File: src/rtl/tile_pkg.sv
// rtl/tile_pkg.sv - shared mode encodings, palette and shade selection for the tile blitter
package tile_pkg;

   typedef enum logic [1:0] {
      MODE_SHADED  = 2'd0,
      MODE_SOLID   = 2'd1,
      MODE_OUTLINE = 2'd2,
      MODE_RSVD    = 2'd3
   } mode_e;

   typedef enum logic [1:0] {
      SHADE_LIGHT = 2'd0,
      SHADE_MID   = 2'd1,
      SHADE_DARK  = 2'd2,
      SHADE_NONE  = 2'd3
   } shade_e;

   typedef enum logic [1:0] {
      ST_IDLE = 2'd0,
      ST_DRAW = 2'd1,
      ST_DONE = 2'd2
   } state_e;

   localparam logic [8:0] FLOOR_LIGHT  = 9'b101_010_010;
   localparam logic [8:0] FLOOR_MID    = 9'b101_010_000;
   localparam logic [8:0] FLOOR_DARK   = 9'b010_000_000;
   localparam logic [8:0] WALL_LIGHT   = 9'b110_110_110;
   localparam logic [8:0] WALL_MID     = 9'b100_100_100;
   localparam logic [8:0] WALL_DARK    = 9'b010_010_010;
   localparam logic [8:0] MARK_LIGHT   = 9'b111_111_000;
   localparam logic [8:0] MARK_MID     = 9'b110_110_000;
   localparam logic [8:0] MARK_DARK    = 9'b011_011_000;

   // ts is the tile edge length; r/c are zero-extended row/column
   function automatic shade_e shade_sel(input logic [4:0] r, input logic [4:0] c,
                                        input logic [4:0] ts, input logic [1:0] mode);
      logic [4:0] last;
      logic       border;
      shade_e     s;
      last   = ts - 5'd1;
      border = (r == 5'd0) || (c == 5'd0) || (r == last) || (c == last);
      case (mode)
         MODE_SHADED: begin
            if (r == 5'd0)      s = SHADE_LIGHT;
            else if (r == last) s = SHADE_DARK;
            else if (c == 5'd0) s = SHADE_DARK;
            else if (c == last) s = SHADE_LIGHT;
            else                s = SHADE_MID;
         end
         MODE_OUTLINE: s = border ? SHADE_DARK : SHADE_NONE;
         default:      s = SHADE_MID;
      endcase
      return s;
   endfunction

   function automatic logic [8:0] palette(input logic [1:0] t, input shade_e s);
      logic [8:0] col;
      col = 9'd0;
      case (t)
         2'd0: col = (s == SHADE_LIGHT) ? FLOOR_LIGHT : (s == SHADE_DARK) ? FLOOR_DARK : FLOOR_MID;
         2'd1: col = (s == SHADE_LIGHT) ? WALL_LIGHT  : (s == SHADE_DARK) ? WALL_DARK  : WALL_MID;
         2'd3: col = (s == SHADE_LIGHT) ? MARK_LIGHT  : (s == SHADE_DARK) ? MARK_DARK  : MARK_MID;
         default: col = 9'd0;
      endcase
      return col;
   endfunction

endpackage

File: src/rtl/tile_shader.sv
// rtl/tile_shader.sv - combinational map from (row, column, type, mode) to pixel colour and enable
module tile_shader
   import tile_pkg::*;
#(
   parameter int TILE_SIZE = 4,
   parameter int TYPE_W    = 2,
   parameter int COLOUR_W  = 9
) (
   input  logic [$clog2(TILE_SIZE)-1:0] r,
   input  logic [$clog2(TILE_SIZE)-1:0] c,
   input  logic [TYPE_W-1:0]            tile_type,
   input  logic [1:0]                   mode,
   output logic [COLOUR_W-1:0]          colour,
   output logic                         pixel_en
);

   shade_e sel;
   logic   type_known;

   always_comb begin
      sel        = shade_sel(5'(r), 5'(c), 5'(TILE_SIZE), mode);
      type_known = (32'(tile_type) < 32'd4);
      pixel_en   = (sel != SHADE_NONE);
      colour     = '0;
      // Types beyond the four palette entries draw black
      if (type_known)
         colour = COLOUR_W'(palette(2'(tile_type), sel));
   end

endmodule

File: src/rtl/tile_blitter.sv
// rtl/tile_blitter.sv - renders one TILE_SIZE square tile per request into the vga_adapter write port
module tile_blitter
   import tile_pkg::*;
#(
   parameter int TILE_SIZE = 4,
   parameter int X_W       = 8,
   parameter int Y_W       = 7,
   parameter int COLOUR_W  = 9,
   parameter int SCREEN_W  = 160,
   parameter int SCREEN_H  = 120,
   parameter int TYPE_W    = 2
) (
   input  logic                clk,
   input  logic                reset,
   input  logic                start,
   output logic                ready,
   input  logic [X_W-1:0]      px,
   input  logic [Y_W-1:0]      py,
   input  logic [TYPE_W-1:0]   tile_type,
   input  logic [1:0]          mode,
   input  logic                hold,
   output logic [X_W-1:0]      vga_x,
   output logic [Y_W-1:0]      vga_y,
   output logic [COLOUR_W-1:0] colour,
   output logic                plot,
   output logic                busy,
   output logic                done
);

   localparam int LW = $clog2(TILE_SIZE);
   localparam int CW = 2 * LW;
   localparam logic [CW-1:0] LAST_IDX = CW'(TILE_SIZE * TILE_SIZE - 1);

   state_e              state, state_next;
   logic [CW-1:0]       idx;
   logic [X_W-1:0]      org_x;
   logic [Y_W-1:0]      org_y;
   logic [TYPE_W-1:0]   t_type;
   logic [1:0]          t_mode;

   logic [LW-1:0]       col_c, row_r;
   logic [X_W:0]        sum_x;
   logic [Y_W:0]        sum_y;
   logic                clipped;
   logic [COLOUR_W-1:0] shade_colour;
   logic                pixel_en;

   assign col_c   = idx[LW-1:0];
   assign row_r   = idx[CW-1:LW];
   assign sum_x   = {1'b0, org_x} + (X_W+1)'(col_c);
   assign sum_y   = {1'b0, org_y} + (Y_W+1)'(row_r);
   assign clipped = (sum_x >= (X_W+1)'(SCREEN_W)) || (sum_y >= (Y_W+1)'(SCREEN_H));

   tile_shader #(
      .TILE_SIZE (TILE_SIZE),
      .TYPE_W    (TYPE_W),
      .COLOUR_W  (COLOUR_W)
   ) u_shader (
      .r         (row_r),
      .c         (col_c),
      .tile_type (t_type),
      .mode      (t_mode),
      .colour    (shade_colour),
      .pixel_en  (pixel_en)
   );

   always_ff @(posedge clk) begin
      if (reset) state <= ST_IDLE;
      else       state <= state_next;
   end

   always_comb begin
      state_next = state;
      ready      = (state == ST_IDLE);
      busy       = (state == ST_DRAW);
      case (state)
         ST_IDLE: if (start) state_next = ST_DRAW;
         ST_DRAW: if (!hold && idx == LAST_IDX) state_next = ST_DONE;
         ST_DONE: state_next = ST_IDLE;
         default: state_next = ST_IDLE;
      endcase
   end

   // Pixel outputs are registered one cycle behind the counter value they describe
   always_ff @(posedge clk) begin
      if (reset) begin
         idx    <= '0;
         org_x  <= '0;
         org_y  <= '0;
         t_type <= '0;
         t_mode <= '0;
         vga_x  <= '0;
         vga_y  <= '0;
         colour <= '0;
         plot   <= 1'b0;
         done   <= 1'b0;
      end else begin
         plot <= 1'b0;
         done <= (state == ST_DONE);
         case (state)
            ST_IDLE: begin
               if (start) begin
                  org_x  <= px;
                  org_y  <= py;
                  t_type <= tile_type;
                  t_mode <= mode;
                  idx    <= '0;
               end
            end
            ST_DRAW: begin
               if (!hold) begin
                  vga_x  <= sum_x[X_W-1:0];
                  vga_y  <= sum_y[Y_W-1:0];
                  colour <= shade_colour;
                  plot   <= pixel_en && !clipped;
                  idx    <= idx + 1'b1;
               end
            end
            default: ;
         endcase
      end
   end

endmodule

File: config.mk
export PLATFORM = sky130hd
export DESIGN_NAME = tile_blitter
export DESIGN_NICKNAME = d
export VERILOG_FILES = /design/src/rtl/tile_pkg.sv /design/src/rtl/tile_shader.sv /design/src/rtl/tile_blitter.sv
export SDC_FILE = /design/constraint.sdc
export NUM_CORES = 1
export LEC_CHECK = 0
export BUFFER_PORTS_ARGS = -buffer_cell sky130_fd_sc_hd__buf_4
export CAP_MARGIN = 0
export CORE_MARGIN = 2
export CORE_UTILIZATION = 40
export DETAILED_ROUTE_END_ITERATION = 6
export PLACE_DENSITY_LB_ADDON = 0.05
export SLEW_MARGIN = 30
export SYNTH_ARGS = -nofsm -noshare
export SYNTH_HDL_FRONTEND = slang
export SYNTH_HIERARCHICAL = 1
export SYNTH_SLANG_ARGS = --single-unit
export TNS_END_PERCENT = 10
File: constraint.sdc
create_clock -name clk -period 4.15 [get_ports clk]
set_input_delay 0.6225 -clock clk [delete_from_list [all_inputs] [get_ports clk]]
set_output_delay 0.6225 -clock clk [all_outputs]
set_load 0.01 [all_outputs]
Yosys cells after proc, flatten, opt, wreduce, memory -nomap -nowiden
Index checks and enable logic that the tools add are counted.
Storage, ports and cells
  output and inout port bits: 28
  input bits: 23
  register bits: 51
  word-level logic and storage cells: 70
Operators by class
  bitwise operators: 2
  $add $sub $neg: 3
  equality and inequality tests: 13
  $lt $le $gt $ge: 2
  multiplexer cells: 19
  reductions and logical operators: 20
Operators by type and width (count)
  $mux W9: 6
  $pmux W9 S3: 1
  $eq A2 B2 Y1 const B: 6
  $logic_not A2 Y1: 6
  $mux W2: 5
  $add A8 B2 Y9: 1
  $ge A9 B8 Y1 const B: 1
  $add A7 B2 Y8: 1
  $ge A8 B7 Y1 const B: 1
  $mux W4: 2
  $pmux W2 S2: 2
  $pmux W4 S2: 1
  $ne A2 B2 Y1 const B: 3
  $reduce_and A2 Y1: 3
  $add A4 B1 Y4 const B: 1
  $eq A2 B1 Y1 const B: 2
  $eq A4 B4 Y1 const B: 1
  $logic_or A1 B1 Y1: 4
  $reduce_and A3 Y1: 1
  $reduce_or A3 Y1: 1
  $logic_and A1 B1 Y1: 2
  $logic_not A1 Y1: 2
  $mux W1: 2
  $ne A2 B1 Y1 const B: 1
  2 further kinds: 3

Longest topological paths before layout
Gate-level depths: netlist of the first run.
  depth in word-level cells: 10
  depth in mapped cells: 9
  depth with buffers taken out: 9

Modules after synthesis
The synthesis of the first run kept the hierarchy.
Modules (own cells, without submodules)
  tile_blitter: instances 1, cells each 265, seq. area each 1021.0 um^2, area each 2168.3 um^2
  tile_shader: instances 1, cells each 33, seq. area each 0.0 um^2, area each 217.7 um^2

Least setup slack after synthesis of the first run
Ideal clock, no wire load.
  path type: flip-flop to flip-flop
  start point: register idx[0]
  end point: register plot
  path buffers: 0
  path slack: 2.171 ns
  data required time: 4.047 ns
  clock period less this slack: 1.979 ns
  cell stages (with the launch flop): 10
  arrival: 1.875 ns
  setup time: 0.103 ns
  cell sequence: dfxtp_1 inv_1 ha_1 nor2b_1 a211oi_2 nor2_1 nand2_1 nor4b_1 o211ai_1 a2111oi_2
On the way
  word-level cells in the longest chain between the ends: 8
  elaborated cells on any way between the ends: 17
  those cells by class: 1 x add/sub; 1 x order compare; 2 x eq/ne; 6 x mux; 7 x reduce/logical
Ends and longest elaborated chain
  start: declaration: line tile_blitter.sv:35  | logic [CW-1:0] idx;
  start signal: assignment: line tile_blitter.sv:116  | idx <= idx + 1'b1;
  $eq A2 B2 Y1 / $logic_not A2 Y1 (equally long branches): line tile_pkg.sv:41, tile_pkg.sv:47, tile_pkg.sv:46
  $mux W1 / $logic_or A1 B1 Y1 (equally long branches): line tile_pkg.sv:47, tile_pkg.sv:41
  $mux W2 / $logic_or A1 B1 Y1 (equally long branches): line tile_pkg.sv:46, tile_pkg.sv:41
  $mux W2 / $logic_or A1 B1 Y1 (equally long branches): line tile_pkg.sv:45, tile_pkg.sv:41
  $mux W2 / $mux W1 (equally long branches): line tile_pkg.sv:44, tile_pkg.sv:50
  $pmux W2 S2 (*): line tile_pkg.sv:42  | case (mode)
  $ne A2 B2 Y1 (*): line tile_shader.sv:23  | pixel_en = (sel != SHADE_NONE);
  named net pixel_en: line tile_blitter.sv:46  | logic pixel_en;
  $logic_and A1 B1 Y1 (*): line tile_blitter.sv:115  | plot <= pixel_en && !clipped;
  end signal: assignment: line tile_blitter.sv:115
  end: declaration: line tile_blitter.sv:25  | output logic plot,
The timed path passes the listed nets; every way through them passes the cells marked *.
A chain may end at the register's enable or synchronous reset.

Worst setup path in the final report of the first run
  start point: register idx[1]
  end point: register plot
The elaborated chain is that of the path after synthesis.

==> out/qor.yml, run 1 <==
final_layout:
  fillers: 584
  fin_area_mm2: 0.002923
  nNetsFinal: 372
  fin_util_pct: 49.96
  antennaDiodeCount: 0
  areaGrowthSynthToFinish_pct: 22.50
  drive_above_1_share_pct: 20.23
synth:
  synthCells: 298
  synth_edf_count: 0
  ys_types: 44
  synth_top_area_share_pct: 42.79
  synthFlopType: "dfxtp_1"
  yosysWarnings: 6
  ys_seq_area_share_pct: 42.79
  synth.avg_cell_area_um2: 8.007
  yosysMostFrequentCell: "nand2_1"
  synthArstFlopShare_pct: 0
  synth.area.top_cells: "dfxtp_1 43%, nand2_1 12%, a21oi_1 8.4%"
  syn_nets: 330
  yosysTopAreaCell: "dfxtp_1"
  netlist_area_mm2: 0.002386
  synth-seq-cells: 51
  synth.top_cells.by_count: "74 x nand2_1, 51 x dfxtp_1, 40 x a21oi_1, 28 x nor2_1"
critical_path:
  worstRegToRegCells: 9
  worstPathMaxFanout: 7
  crit_required_ns: 4.36
  worst_setup_path_start_kind: "register"
  critPathArrivalTime_ns: 2.57
  slowest_delay_ns: 0.48
  crit_path_end_kind: "register"
  cp_slowest_cell: "dfxtp_1"
  crit_chain: "inv_1 -> ha_1 -> nor2b_1 -> a211oi_2 -> nor2_1 -> nand2_1 -> nor4b_1 -> o211ai_1 -> a2111oi_2"
  path_class: "register to register"
floorplan:
  die-width_um: 81.24
  start_util_pct: 40.78
  ioPinCount: 51
  fp.dieH_um: 81.24
  design.core.area_mm2: 0.005851
  rows: 28
  dieArea_mm2: 0.006599
grt:
  antenna_found_initial: 0
  grt_max_degree: 52
  grt_pass1_vias: 1911
  grt_pass1_wl_mm: 8.907
  gr-total-overflow: 0
  track_usage_pct: 17.50
cts:
  hold_buffers: 0
  cts-resized-gates: 0
  cts.sinks: 51
  tritoncts: "done"
  clkLatencyLatePin_ns: 0.30
  cts-root-buf: "clkbuf_8"
  postCtsSetupBuffers: 0
  path_clk_slew_ns: 0.09
  max-clock-path-buffers: 2
  cts_buffers: 5
  cts_max_level: 2
pwr:
  p_comb_share_pct: 13.1
  p_per_area_mw_per_mm2: 353.0
  p_seq_share_pct: 51.8
  ir_drop_v: 0.0002072
  power.net_switching_uw: 259.9
  p_clk_share_pct: 35.0
  p_int_uw: 771.8
  p_leak_nw: 1.138
  switching_share_pct: 25.19
timing:
  fmax_mhz: 422.7
  worst_pin_slew_ns: 0.7881
  grt_setup_unrepaired: "no"
  worst_slack_ns: 1.784
  min_period_over_period_pct: 57.01
  worst_slew_margin_rel_pct: 47.33
  hold_slack_ns: 0.4561
  finalSetupViolCount: 0
  hold_viol_final: 0
  slew_violations: 0
  min_period_ns: 2.366
  setup_tns_ns: 0
  clock_skew_ns: 0.006115
drt:
  ant_nets: 0
  drt_iter0_drc: 46
  dr.pass1.iters: 4
  vias_per_cell: 4.974
  drc: 0
  wl_per_cell_um: 12.88
  vias: 2069
  finalWirelength_mm: 5.356
worst_hold_path:
  hold_class: "register to register"
  hold_depth: 2
run:
  drv_cap: 0
place:
  place_ws_ns: 1.760
  globalplace.congestion: 0.8173
  io_buffers: 50
  place_area_mm2: 0.002794
  dp_hpwl_mm: 3.599
status:
  status: "completed"
-- metrics by stage --
stage / cells / total power, mW
finish: 416 / 1.032
global route: 416 / 1.085
CTS: 415 / 1.046
detailed placement: 407 / 0.6829
global placement: 407 / 0.6815
floorplan: 298 / 0.6273
-- cells by family after synthesis --
kind of cell | Yosys count | share of synthesized area, %
adder cells (fa/ha/maj) | 10 | 5.821
buffers and inverters | 29 | 5.401
multiplexers | 1 | 0.4195
other | 1 | 0.1572
AND/OR/NAND/NOR | 129 | 23.86
AO/OA/AOI/OAI | 66 | 17.51
XOR/XNOR | 11 | 4.038
flip-flops | 51 | 42.79
-- registers in the layout, summed over array words and instances (netlist names) --
name,cells
org_x,8
state,2
plot,1
colour,9
idx,4
vga_x,8
org_y,7
t_mode,2
t_type,2
done,1
vga_y,7
-- power by group through the flow --
stage                     logic [mW]  registers [mW]  clock network, mW
final                          0.135           0.535              0.362
after global routing           0.153           0.539              0.392
after CTS                      0.137           0.535              0.374
after detailed placement       0.137           0.546                  0
after global placement         0.135           0.546                  0
after floorplan               0.0816           0.546                  0
-- cells in the final DEF (no fill, tap or decap), types with 2 or more instances in the layout --
cell,instances
nand2_1,74
buf_4,52
dfxtp_1,51
a21oi_1,40
nor2_1,28
inv_1,11
a211oi_1,11
ha_1,7
xnor2_1,6
clkbuf_8,6
xor2_1,5
nand2b_1,3
nand4b_1,3
nor3_1,3
nor2b_1,3
nand4_1,3
o21ai_0,2
nand3_1,2
o31ai_1,2
fa_1,2
a211oi_2,2
-- path summary, 6_finish.rpt --
kind | start | endpoint | slack [ns]
max | idx[1] | plot | 1.78
min | vga_y[2] | vga_y[2] | 0.46
max reg2reg | idx[1] | plot | 1.78
min reg2reg | vga_y[2] | vga_y[2] | 0.46
-- per-layer routing --
layer  part of all wire [%]  vias up  track usage [%]
li1                       -     1077                -
met1                     49      949            23.44
met2                     46       39            28.10
met3                    4.5        4            4.333
met4                   0.78        0            4.746
met5                      0        -                0
-- worst max-delay path: cells and delay by family (launching register included) --
| family | cells | cell delay, ns |
|---|---|---|
| adder cells (fa/ha/maj) | 1 | 0.26 |
| AND/OR/NAND/NOR | 4 | 0.76 |
| buffers and inverters | 1 | 0.07 |
| AO/OA/AOI/OAI | 3 | 0.69 |
| flip-flops | 1 | 0.48 |
-- layout make-up --
cell class	instances	area (um2)	area share [%]
repair buffers	53	401.6	13.74
inverters	11	41.29	1.413
well taps	75	93.84	3.211
clock buffers	6	82.58	2.825
multi-input cells	218	1247	42.68
clock inverters	2	35.03	1.199
flip-flops and latches	51	1021	34.93
Note: power is estimated with default switching activity, not from simulation.
==> run 2: changes to the inputs <==
==> constraint.sdc (replaced) <==
create_clock -name clk -period 2.4 [get_ports clk]
set_input_delay 0.36 -clock clk [delete_from_list [all_inputs] [get_ports clk]]
set_output_delay 0.36 -clock clk [all_outputs]
set_load 0.01 [all_outputs]
==> out/qor.yml, run 2 (synthesis results as in run 1) <==
floorplan:
  ioPinCount: 51  # unchanged
  design.core.area_mm2: 0.005851  # unchanged
  start_util_pct: 40.78  # unchanged
  rows: 28  # unchanged
  fp.dieH_um: 81.24  # unchanged
  dieArea_mm2: 0.006599  # unchanged
  die-width_um: 81.24  # unchanged
run:
  drv_cap: 0  # unchanged
critical_path:
  worstPathMaxFanout: 7  # unchanged
  r2r-end: "plot"
  crit_start: "idx[1]"
  worstRegToRegCells: 9  # unchanged
  critPathArrivalTime_ns: 2.26  # -0.31 ns
  r2r-start: "idx[1]"
  crit_required_ns: 2.60  # -1.76 ns
  worst_setup_path_start_kind: "register"
  crit_path_end_kind: "register"
  r2r_setup_slack_ns: 0.34  # -1.44 ns
  path_class: "register to register"
  crit_path_end: "plot"
timing:
  clock_skew_ns: 0.008619  # +0.002504 ns
  min_period_over_period_pct: 85.80  # +29 points
  worst_pin_slew_ns: 0.7088  # -0.07936 ns
  setup_tns_ns: 0  # unchanged
  slew_violations: 0  # unchanged
  worst_slew_margin_rel_pct: 52.63  # +5.3 points
  finalSetupViolCount: 0  # unchanged
  min_period_ns: 2.059  # -0.3066 ns
  grt_setup_unrepaired: "no"
  fmax_mhz: 485.6  # +15%
  hold_viol_final: 0  # unchanged
pwr:
  p_leak_nw: 1.134  # -0.28%
  ir_drop_v: 0.0002996  # +45%
  p_per_area_mw_per_mm2: 571.1  # +62%
drt:
  vias_per_cell: 4.909  # -1.3%
  drc: 0  # unchanged
  finalWirelength_mm: 5.250  # -2.0%
  dr.pass1.iters: 4  # unchanged
  wl_per_cell_um: 12.59  # -2.2%
  vias: 2047  # -1.1%
  ant_nets: 0  # unchanged
  drt_iter0_drc: 83  # +80%
cts:
  clkLatencyLatePin_ns: 0.30  # about the same
  hold_buffers: 0  # unchanged
  cts_max_level: 2  # unchanged
  tritoncts: "done"
  cts-root-buf: "clkbuf_8"
  cts.sinks: 51  # unchanged
  cts_buffers: 5  # unchanged
  max-clock-path-buffers: 2  # unchanged
  path_clk_slew_ns: 0.09  # about the same
final_layout:
  drive_above_1_share_pct: 20.76  # +0.53 points
  top_regs: "colour x9, org_x x8, vga_x x8"
  layout_common_cells: "74 x nand2_1, 55 x buf_4, 51 x dfxtp_1"
  final_common_cell: "nand2_1"
  areaGrowthSynthToFinish_pct: 21.97
  largest_register: "colour"
  antennaDiodeCount: 0  # unchanged
  largest_reg_flops: 9  # unchanged
  instances_no_fill: 417  # +0.24%
  nNetsFinal: 374  # +0.54%
  fillers: 587  # +0.51%
status:
  status: "completed"
grt:
  grt_pass1_wl_mm: 8.583  # -3.6%
  antenna_found_initial: 0  # unchanged
  grt_max_degree: 52  # unchanged
  gr-total-overflow: 0  # unchanged
  grt_pass1_vias: 1847  # -3.3%
  track_usage_pct: 16.87  # -0.62 points
place:
  io_buffers: 50  # unchanged
  dp_hpwl_mm: 3.660  # +1.7%
  dp.cells: 410  # +0.74%
  globalplace.congestion: 0.7860  # -3.8%
worst_hold_path:
  hold_class: "input port to register"
[run 2: cell types whose count changed in the layout (fill, tap and decap cells not counted)]
cell / delta
buf_4: +3
buf_6: -1
bufinv_16: -1
nor4b_1: -1
nor4b_2: +1
[run 2: layout make-up]
cell class              count  area (um2)  area share, %
clock buffers               6       82.58          2.837
flip-flops and latches     51        1021          35.08
inverters                  11       41.29          1.419
multi-input cells         218        1254          43.08
clock inverters             1       5.005         0.1720
repair buffers             55       412.9          14.19
well taps                  75       93.84          3.224
[run 2: timing repair]
action | in CTS | in global routing
resized for setup | 0 | 1
endpoints found under the setup margin | 0 | 1
setup buffers | 0 | 0
[run 2: worst min-delay path by stage]
| stage | startpoint | to | slack [ns] | cells past startpoint |
|---|---|---|---|---|
| after floorplan | org_x[0] | org_x[0] | 0.44 | 2 |
| after global placement | vga_y[2] | vga_y[2] | 0.44 | 2 |
| after detailed placement | colour[1] | colour[1] | 0.45 | 2 |
| after CTS | px[4] | org_x[4] | 0.29 | 3 |
| after global routing | py[3] | org_y[3] | 0.29 | 3 |
| final | py[3] | org_y[3] | 0.30 | 3 |
[run 2: per-layer routing]
metal | global-route usage, % | routed length [um]
met1 | 23.19 | 2688
met2 | 26.28 | 2309
met3 | 4.333 | 211
met4 | 4.576 | 40
met5 | 0 | 0
[run 2: stage by stage]
step | hold slack (ns) | setup slack, ns | power, mW | area [um2] | util (%)
6_report | 0.3005 | 0.3407 | 1.662 | 2910 | 49.74
5_1_grt | 0.2923 | 0.1160 | 1.756 | 2910 | 49.74
4_1_cts | 0.2885 | 0.1948 | 1.689 | 2904 | 49.64
3_5_place_dp | 0.4482 | 0.2202 | 1.186 | 2816 | 48.14
3_3_place_gp | 0.4417 | 0.2497 | 1.184 | 2816 | 48.14
2_1_floorplan | 0.4400 | 0.4213 | 1.085 | 2386 | -
[run 2: critical path, cell delays in order, from the launching register on]
cell	delay (ns)
dfxtp_1	0.46
inv_1	0.08
ha_1	0.26
nor2b_1	0.13
a211oi_2	0.22
nor2_1	0.12
nand2_1	0.10
nor4b_2	0.24
o211ai_1	0.15
a2111oi_2	0.20
[run 2: where the power goes]
group | total (mW) | internal (mW) | switching (mW)
combinational | 0.239 | 0.113 | 0.126
clock | 0.499 | 0.227 | 0.272
sequential | 0.924 | 0.887 | 0.0371
total | 1.66 | 1.23 | 0.435
==> run 3: changes to the inputs <==
==> constraint.sdc (replaced) <==
create_clock -name clk -period 2.4 [get_ports clk]
set_input_delay 0 -clock clk [delete_from_list [all_inputs] [get_ports clk]]
set_output_delay 0 -clock clk [all_outputs]
set_load 0.01 [all_outputs]
==> out/qor.yml, run 3 (synthesis results as in run 1) <==
status:
  status: "completed"
worst_hold_path:
  hold_depth: 4  # +1
  hold_class: "input port to register"
  min_from: "hold"
  min_to: "vga_x[0]"
drt:
  finalWirelength_mm: 5.411  # +3.1%
  routed-wl-met3_um: 177  # -16%
  wl_per_cell_um: 12.41  # -1.4%
  vias_per_cell: 4.862  # -0.95%
  wl_met1_mm: 2.783  # +3.5%
  drt_iter0_drc: 74  # -11%
  ant_nets: 0  # unchanged
  highest_layer: "met4"
  dr.pass1.iters: 4  # unchanged
  drc: 0  # unchanged
  met2_length_mm: 2.409  # +4.3%
  vias: 2120  # +3.6%
timing:
  finalSetupViolCount: 0  # unchanged
  min_period_ns: 2.060  # +0.0003820 ns
  min_period_over_period_pct: 85.82  # about the same
  clock_skew_ns: 0.008432  # -0.0001867 ns
  setup_tns_ns: 0  # unchanged
  fmax_mhz: 485.5  # about the same
  slew_violations: 0  # unchanged
  worst_pin_slew_ns: 0.7068  # -0.001961 ns
  worst_slew_margin_rel_pct: 52.76  # +0.13 points
  hold_viol_final: 0  # unchanged
  grt_setup_unrepaired: "no"
  hold_slack_ns: 0.04339  # -0.2571 ns
final_layout:
  areaGrowthSynthToFinish_pct: 29.94
  top_regs: "colour x9, org_x x8, vga_x x8"
  final_common_cell: "nand2_1"
  largest_reg_flops: 9  # unchanged
  drive_above_1_share_pct: 19.67  # -1.1 points
  largest_register: "colour"
  instances_no_fill: 436  # +4.6%
  fin_area_mm2: 0.003100  # +6.5%
  antennaDiodeCount: 0  # unchanged
  layout_common_cells: "74 x nand2_1, 55 x buf_4, 51 x dfxtp_1"
  nNetsFinal: 393  # +5.1%
floorplan:
  design.core.area_mm2: 0.005851  # unchanged
  ioPinCount: 51  # unchanged
  start_util_pct: 40.78  # unchanged
  rows: 28  # unchanged
  fp.dieH_um: 81.24  # unchanged
  dieArea_mm2: 0.006599  # unchanged
  die-width_um: 81.24  # unchanged
cts:
  cts_max_level: 2  # unchanged
  postCtsSetupBuffers: 0  # unchanged
  tritoncts: "done"
  max-clock-path-buffers: 2  # unchanged
  cts.sinks: 51  # unchanged
  clkLatencyLatePin_ns: 0.30  # about the same
  cts_buffers: 5  # unchanged
  path_clk_slew_ns: 0.09  # about the same
  cts-root-buf: "clkbuf_8"
place:
  dp_hpwl_mm: 3.660  # unchanged
  dp.cells: 410  # unchanged
  io_buffers: 50  # unchanged
  globalplace.congestion: 0.7860  # unchanged
  place_area_mm2: 0.002816  # unchanged
pwr:
  ir_drop_v: 0.0002998  # about the same
  p_total_mw: 1.687  # +1.5%
  p_per_area_mw_per_mm2: 544.2  # -4.7%
  p_leak_nw: 1.214  # +7.0%
critical_path:
  cp_slowest_cell: "dfxtp_1"
  crit_start: "idx[1]"
  worstPathMaxFanout: 7  # unchanged
  critPathArrivalTime_ns: 2.26  # about the same
  r2r-end: "plot"
  r2r_setup_slack_ns: 0.34  # about the same
  slowest_delay_ns: 0.46  # about the same
  path_class: "register to register"
  path_delay_family: "simple AND/OR/NAND/NOR gates"
  crit_cells: 9  # unchanged
  cp_num_buf_inv: 1  # unchanged
  r2r-start: "idx[1]"
  worst_setup_path_start_kind: "register"
  crit_chain: "inv_1 -> ha_1 -> nor2b_1 -> a211oi_2 -> nor2_1 -> nand2_1 -> nor4b_2 -> o211ai_1 -> a2111oi_2"
  crit_path_end_kind: "register"
  worstRegToRegCells: 9  # unchanged
  crit_required_ns: 2.60  # about the same
run:
  drv_cap: 0  # unchanged
grt:
  grt_pass1_vias: 1914  # +3.6%
  grt_pass1_wl_mm: 8.797  # +2.5%
  track_usage_pct: 17.27  # +0.40 points
  gr-total-overflow: 0  # unchanged
  grt_max_degree: 52  # unchanged
  antenna_found_initial: 0  # unchanged
==> run 3: cell count changes in the layout (fill, tap and decap cells not counted), sizes merged <==
cell         before  now
dlygate4sd3       0   19
==> run 3: worst min-delay path, stage by stage <==
cell and delay (ns):
buf_4 0.11, nor3b_4 0.07, nand2_1 0.07, a21oi_1 0.05
==> run 3: area by class of cell <==
| type | count | area (um2) |
|---|---|---|
| tap | 75 | 93.84 |
| timing repair buffer | 74 | 603.1 |
| multi-input combinational | 218 | 1254 |
| fill | 578 | 2750 |
| sequential | 51 | 1021 |
| clock inverter | 1 | 5.005 |
| clock buffer | 6 | 82.58 |
| inverter | 11 | 41.29 |
==> run 3: worst max path at each step <==
stage                end  slack [ns]
finish              plot        0.34
global route        plot        0.12
CTS                 plot        0.19
detailed placement  plot        0.22
global placement    plot        0.25
floorplan           plot        0.42
==> run 3: per-stage QoR <==
step | utilization, % | setup WS, ns
floorplan | - | 0.4213
global placement | 48.14 | 0.2497
detailed placement | 48.14 | 0.2202
CTS | 52.89 | 0.1948
global route | 52.99 | 0.1160
finish | 52.99 | 0.3403
==> run 3: per-layer routing <==
| layer | vias to the layer above | global-route usage (%) |
|---|---|---|
| li1 | 1119 | - |
| met1 | 960 | 23.40 |
| met2 | 37 | 27.52 |
| met3 | 4 | 4.222 |
| met4 | 0 | 4.576 |
| met5 | - | 0 |
==> run 3: report_power, final <==
group          switching (mW)  total, mW  internal (mW)
clock network           0.273      0.500          0.227
logic                   0.130      0.264          0.133
registers              0.0372      0.924          0.887
total                   0.440       1.69           1.25
==> run 3: repair_timing <==
| action | in CTS | in global routing |
|---|---|---|
| hold buffers | 19 | 0 |
| setup endpoints to repair | 0 | 1 |
| gates resized for setup | 0 | 1 |
| hold endpoints to repair | 19 | 0 |
